## config.mk

```make
export PLATFORM = sky130hd
export DESIGN_NAME = fibo_seq_engine_flat
export DESIGN_NICKNAME = d
export VERILOG_FILES = /design/src/rtl/fibo_seq_engine_if.sv /design/src/rtl/fibo_seq_engine.sv /design/src/flat_wrapper.sv
export SDC_FILE = /design/constraint.sdc
export NUM_CORES = 1
export LEC_CHECK = 0
export BUFFER_PORTS_ARGS = -buffer_cell sky130_fd_sc_hd__buf_2
export CORE_ASPECT_RATIO = 0.8
export CORE_MARGIN = 2
export CORE_UTILIZATION = 30
export DETAILED_ROUTE_END_ITERATION = 6
export MAX_ROUTING_LAYER = met4
export PLACE_DENSITY = 0.46
export SLEW_MARGIN = 15
export SYNTH_ARGS = -nofsm -noshare
export SYNTH_HDL_FRONTEND = slang
export SYNTH_SLANG_ARGS = --single-unit
```

## constraint.sdc

```tcl
create_clock -name Clk -period 6.5 [get_ports Clk]
set_clock_uncertainty 0.2 [all_clocks]
set_input_delay 0.325 -clock Clk [delete_from_list [all_inputs] [get_ports Clk]]
set_output_delay 0.325 -clock Clk [all_outputs]
set_load 0.01 [all_outputs]
```

## src/rtl/fibo_seq_engine_if.sv

```systemverilog
// fibo_seq_engine_if: command, term-stream and status signals of the Fibonacci engine
interface fibo_seq_engine_if #(
   parameter int WIDTH = 8,
   parameter int CNT_W = 5
);
   logic             start;
   logic [CNT_W-1:0] count;
   logic             out_ready;
   logic             term_valid;
   logic [WIDTH-1:0] data_out;
   logic [CNT_W-1:0] term_idx;
   logic             zero_flag;
   logic             overflow;
   logic             busy;
   logic             done;
   modport master (
      output start, count, out_ready,
      input  term_valid, data_out, term_idx, zero_flag, overflow, busy, done
   );
   modport slave (
      input  start, count, out_ready,
      output term_valid, data_out, term_idx, zero_flag, overflow, busy, done
   );
endinterface

```

## src/rtl/fibo_seq_engine.sv

```systemverilog
// fibo_seq_engine: streams F(0)..F(N) over valid/ready with overflow detection.
// Define FIBO_SAT_EN to saturate terms at 2^WIDTH-1 instead of wrapping.
module fibo_seq_engine #(
   parameter int WIDTH = 8,
   parameter int CNT_W = 5
) (
   input logic Clk,
   input logic Rst,
   fibo_seq_engine_if.slave bus
);
   typedef enum logic [1:0] {IDLE, INIT, EMIT, DONE} state_t;
   state_t           state;
   logic [WIDTH-1:0] a, b, nxt;
   logic [WIDTH:0]   sum;
   logic             b_ovf, xfer;
   logic [CNT_W-1:0] idx, n;
   assign sum  = {1'b0, a} + {1'b0, b};
   assign xfer = bus.term_valid && bus.out_ready;
`ifdef FIBO_SAT_EN
   assign nxt = sum[WIDTH] ? '1 : sum[WIDTH-1:0];
`else
   assign nxt = sum[WIDTH-1:0];
`endif
   // b_ovf stays set once b's true value has left the WIDTH range, even after wrapping
   always_ff @(posedge Clk) begin
      if (Rst) begin
         state          <= IDLE;
         a              <= '0;
         b              <= '0;
         b_ovf          <= 1'b0;
         idx            <= '0;
         n              <= '0;
         bus.term_valid <= 1'b0;
         bus.data_out   <= '0;
         bus.term_idx   <= '0;
         bus.zero_flag  <= 1'b1;
         bus.overflow   <= 1'b0;
         bus.busy       <= 1'b0;
         bus.done       <= 1'b0;
      end else begin
         bus.done <= 1'b0;
         case (state)
            IDLE: if (bus.start) begin
               n            <= bus.count;
               bus.overflow <= 1'b0;
               bus.busy     <= 1'b1;
               state        <= INIT;
            end
            INIT: begin
               a              <= '0;
               b              <= WIDTH'(1);
               b_ovf          <= 1'b0;
               idx            <= '0;
               bus.data_out   <= '0;
               bus.term_idx   <= '0;
               bus.zero_flag  <= 1'b1;
               bus.term_valid <= 1'b1;
               state          <= EMIT;
            end
            EMIT: if (xfer) begin
               if (bus.term_idx == n) begin
                  bus.term_valid <= 1'b0;
                  bus.busy       <= 1'b0;
                  bus.done       <= 1'b1;
                  state          <= DONE;
               end else begin
                  bus.data_out  <= b;
                  bus.zero_flag <= (b == '0);
                  bus.term_idx  <= idx + 1'b1;
                  bus.overflow  <= bus.overflow | b_ovf;
                  a             <= b;
                  b             <= nxt;
                  b_ovf         <= b_ovf | sum[WIDTH];
                  idx           <= idx + 1'b1;
               end
            end
            default: state <= IDLE;
         endcase
      end
   end
endmodule

```

## src/flat_wrapper.sv

```systemverilog
// flat-port wrapper written by rule: the top's interface ports become plain ports
module fibo_seq_engine_flat 
#(
   parameter int WIDTH = 8,
   parameter int CNT_W = 5
)
  (Clk, Rst, bus_start, bus_count, bus_out_ready, bus_term_valid, bus_data_out, bus_term_idx, bus_zero_flag, bus_overflow, bus_busy, bus_done);
  fibo_seq_engine_if #(.WIDTH(WIDTH), .CNT_W(CNT_W)) bus_i ();
  input logic Clk;
  input logic Rst;
  input wire logic [$bits(bus_i.start)-1:0] bus_start;
  input wire logic [$bits(bus_i.count)-1:0] bus_count;
  input wire logic [$bits(bus_i.out_ready)-1:0] bus_out_ready;
  output wire logic [$bits(bus_i.term_valid)-1:0] bus_term_valid;
  output wire logic [$bits(bus_i.data_out)-1:0] bus_data_out;
  output wire logic [$bits(bus_i.term_idx)-1:0] bus_term_idx;
  output wire logic [$bits(bus_i.zero_flag)-1:0] bus_zero_flag;
  output wire logic [$bits(bus_i.overflow)-1:0] bus_overflow;
  output wire logic [$bits(bus_i.busy)-1:0] bus_busy;
  output wire logic [$bits(bus_i.done)-1:0] bus_done;
  assign bus_i.start = bus_start;
  assign bus_i.count = bus_count;
  assign bus_i.out_ready = bus_out_ready;
  assign bus_term_valid = bus_i.term_valid;
  assign bus_data_out = bus_i.data_out;
  assign bus_term_idx = bus_i.term_idx;
  assign bus_zero_flag = bus_i.zero_flag;
  assign bus_overflow = bus_i.overflow;
  assign bus_busy = bus_i.busy;
  assign bus_done = bus_i.done;
  fibo_seq_engine #(.WIDTH(WIDTH), .CNT_W(CNT_W)) u_core (.Clk(Clk), .Rst(Rst), .bus(bus_i));
endmodule
```

==> reports/summary.log <==
[placement] Final Wtd Congestion 0.798
[power_and_ir_drop] total power draw 565 uW
[sta] Final Max Slew Viols 0
[grt] total routing resource utilization after global routing 0.140
[yosys] dominant combinational cell family by area after synthesis simple AND/OR/NAND/NOR gates
[setup_path] type of element capturing the critical path register
[power_and_ir_drop] standby leakage power 0.819 nW
[hold_path] worst hold path type primary input to register
[placement] Cell Area, Placed 0.00201 mm2
[sta] Slew @ Worst Pin 0.723 ns
[route] routed wire length 4290 um
[grt] wire length of the first global-routing pass 7270 um
[power_and_ir_drop] maximum resistive drop on vdd 0.0748 mV
[yosys] proportion of synthesized chip area in sequential cells 0.371
[power_and_ir_drop] share of power burned in registers 0.427
[placement] buffers added on ports 26
[clocking] clock tree from TritonCTS yes
[clocking] maximum level of the CTS H-tree 2
[die] Die ar. 0.00676 mm2
[sta] post-layout worst setup margin 4.18 ns
[power_and_ir_drop] power per unit of standard cell area 270 mW/mm2
[cells_and_area] number of non-filler instances in the completed layout 322
[setup_path] launching element type of the critical path register
[clocking] number of buffers created by CTS 5
[setup_path] flop-to-flop setup slack 4.18 ns
[power_and_ir_drop] total net switching power 199 uW
[sta] share of the clock period used by the worst path 0.357
[sta] clock period minus final worst setup slack 2.32 ns
[outcome] status finished clean
[yosys] number of instances in the synthesized netlist 220
[power_and_ir_drop] cell internal power dissipation 366 uW
[power_and_ir_drop] clock network fraction of total power 0.273
[power_and_ir_drop] part of the total power dissipated in combinational logic 0.301
[grt] number of global-route vias before repair 1457
[power_and_ir_drop] Net Sw Frac 0.352
[clocking] count of hold buffers inserted by post-cts repair 0
[cells_and_area] diode insertion count for antenna repair 0
[yosys] fraction of the mapped netlist area in adder cells 0.0928
[cells_and_area] share of cells above drive strength 1 0.158
[yosys] Seq cells post-synth 34
[yosys] average cell area after synthesis 8.33 um2
[yosys] number of warnings reported in the yosys synthesis log 0
[sta] max frequency 0.431 GHz
[clocking] later-pin clock latency in the skew report 0.28 ns
[yosys] cell area after synthesis 0.00183 mm2
[die] width of the chip 91.4 um
[sta] final hold violations 0
[setup_path] critical setup path kind register to register
[setup_path] required time of the worst setup path 6.49 ns
[die] core area 0.00591 mm2
[sta] total negative setup slack 0 ns
[placement] placed insts 316
[clocking] maximum clock insertion buffer count 2
[hold_path] launch instance of the worst min-delay path bus_out_ready
[route] ratio of routed vias to standard cells 4.99
[setup_path] worst flop-to-flop path startpoint u_core.state[0]
[route] number of DRC markers in iteration 0 121
[placement] pre-CTS WS 4.15 ns
[yosys] synthesized-area fraction occupied by and/or/nand/nor cells 0.233
[clocking] Clock Pin Slew Worst Setup and Hold Paths 0.07 ns
[yosys] multiplexer area fraction after synthesis 0.00546
[cells_and_area] most common library cell in the layout ignoring fill and taps dfxtp_1
[cells_and_area] filler instances 631
[cells_and_area] summed area of non-filler cells in the final layout 0.00210 mm2
[grt] largest net degree at the start of global routing 36
[route] router iterations before antenna repair 6
[die] initial core utilization 0.310
[route] remaining antenna violation count after routing 0
[flow_run] number of maximum-capacitance violations 0
[grt] initial antenna violation count 0
[sta] worst slew margin relative to its limit 0.518
[route] Avg WL per Cell 13.3 um
[route] number of design rule violations left after detail routing 0
[sta] final count of negative-setup-slack endpoints 0
[yosys] compound-gate portion of the synthesized area 0.218
[yosys] Synth Net Count 242
[setup_path] R2R depth 6
[setup_path] end of the worst register-to-register path u_core.idx[3]
[sta] RSZ-0062 raised after global routing no
[die] site row count 25
[cells_and_area] area delta synth->final 14.3%
[hold_path] hold path endpoint u_core.bus.term_valid
[yosys] post-synthesis share of cell area spent on xor and xnor gates 0.0430
[hold_path] Hold Path Stages 2
[cells_and_area] fin nets 264
[sta] worst hold slack after final layout 0.0825 ns
[placement] DPL Wire Length 3050 um
[grt] overflow left after global routing 0
[setup_path] crit-path max FO 18
[route] via count 1607
[cells_and_area] most frequent cells in the layout dfxtp_1, buf_2, nand2_1, nand3_1, a21oi_1
[cells_and_area] Util after Layout 0.354
[die] count of boundary I/O pins 27
[die] die boundary height 73.9 um
[yosys] unique cell type count in the Yosys netlist 37
[clocking] number of clock sinks seen by CTS 34
[clocking] # Post-CTS Setup Buffers 0
[clocking] Post-CTS Resized 0
[setup_path] Arr. time, crit path 2.31 ns
[clocking] buffer cell driving the clock tree root clkbuf_8
cell families after synthesis:
family | Yosys count
AO/OA/AOI/OAI | 59
XOR/XNOR | 9
adder cells (fa/ha/maj) | 13
flip-flops | 34
buffers and inverters | 15
AND/OR/NAND/NOR | 89
multiplexers | 1
worst max-delay path, cell delays in order, from the launching register on:
cell and delay, ns:
dfxtp_1 0.32, inv_1 0.08, ha_1 0.45, nand3_1 0.27, a21oi_4 0.47, a41oi_1 0.18, a311oi_1 0.25
cells in the mapped netlist:
cell type / number / share of area
a31o_2: 1 / 0.0048
buf_2: 2 / 0.0055
o21ai_0: 7 / 0.019
o211ai_1: 1 / 0.0041
o31ai_1: 4 / 0.016
fa_1: 1 / 0.011
inv_1: 4 / 0.0082
a21oi_4: 1 / 0.0089
nor2b_1: 2 / 0.0068
a211oi_1: 6 / 0.025
clkbuf_1: 6 / 0.012
nor4_1: 3 / 0.010
buf_1: 2 / 0.0041
nor3_1: 9 / 0.025
and2_1: 1 / 0.0034
xor2_1: 2 / 0.0096
or3_1: 2 / 0.0068
nand2b_1: 6 / 0.020
a21o_4: 1 / 0.0082
nand4b_1: 2 / 0.0096
ha_1: 12 / 0.082
a41oi_1: 2 / 0.0096
buf_6: 1 / 0.0061
and3_4: 1 / 0.0061
nand2_1: 25 / 0.051
o21bai_1: 2 / 0.0082
mux2i_1: 1 / 0.0055
nand3_1: 24 / 0.066
a21oi_2: 2 / 0.0096
a311oi_1: 5 / 0.024
nor2_1: 14 / 0.029
a21oi_1: 22 / 0.060
dfxtp_1: 34 / 0.37
a21o_1: 3 / 0.012
a31oi_1: 1 / 0.0034
xnor2_1: 7 / 0.033
a211o_1: 1 / 0.0048
state kept, by name, indices dropped and copies added, names as in the netlist:
signal / flops
u_core.bus.term_valid: 1
u_core.n: 5
u_core.bus.done: 1
u_core.b: 8
u_core.bus.overflow: 1
u_core.idx: 5
u_core.b_ovf: 1
u_core.state: 2
u_core.bus.busy: 1
u_core.bus.data_out: 8
u_core.bus.zero_flag: 1
how the worst max path moves through the flow:
stage                                 startpoint             to  slack (ns)  cells past startpoint
after global placement           u_core.state[0]  u_core.idx[4]        4.21                      6
after floorplan           u_core.bus.data_out[0]   u_core.b_ovf        4.38                      7
after CTS                        u_core.state[0]  u_core.idx[4]        4.15                      6
after detailed placement         u_core.state[0]  u_core.idx[3]        4.15                      6
after global routing             u_core.state[0]  u_core.idx[4]        3.91                      6
final                            u_core.state[0]  u_core.idx[3]        4.18                      6
routing by layer:
layer / GRT usage / routed length (um) / vias to the layer above
met3: 0.0349 / 143 / 5
met1: 0.210 / 2490 / 737
met4: 0.0455 / 55 / 0
met5: - / 0 / -
met2: 0.178 / 1600 / 27
li1: - / - / 838
power groups by stage:
stage               registers (mW)  logic, mW  clock network, mW
finish                       0.241      0.170              0.154
CTS                          0.241      0.170              0.161
global route                 0.245      0.192              0.167
global placement             0.247      0.170                  0
detailed placement           0.246      0.170                  0
floorplan                    0.246      0.127                  0
layout make-up:
cell class,instances,area (um2),area share
inverters,4,15.0,0.00716
flip-flops and latches,34,681,0.325
well taps,81,101,0.0484
repair buffers,26,130,0.0621
multi-input cells,171,1090,0.518
clock buffers,6,82.6,0.0394
(Power assumes the default switching activity.)
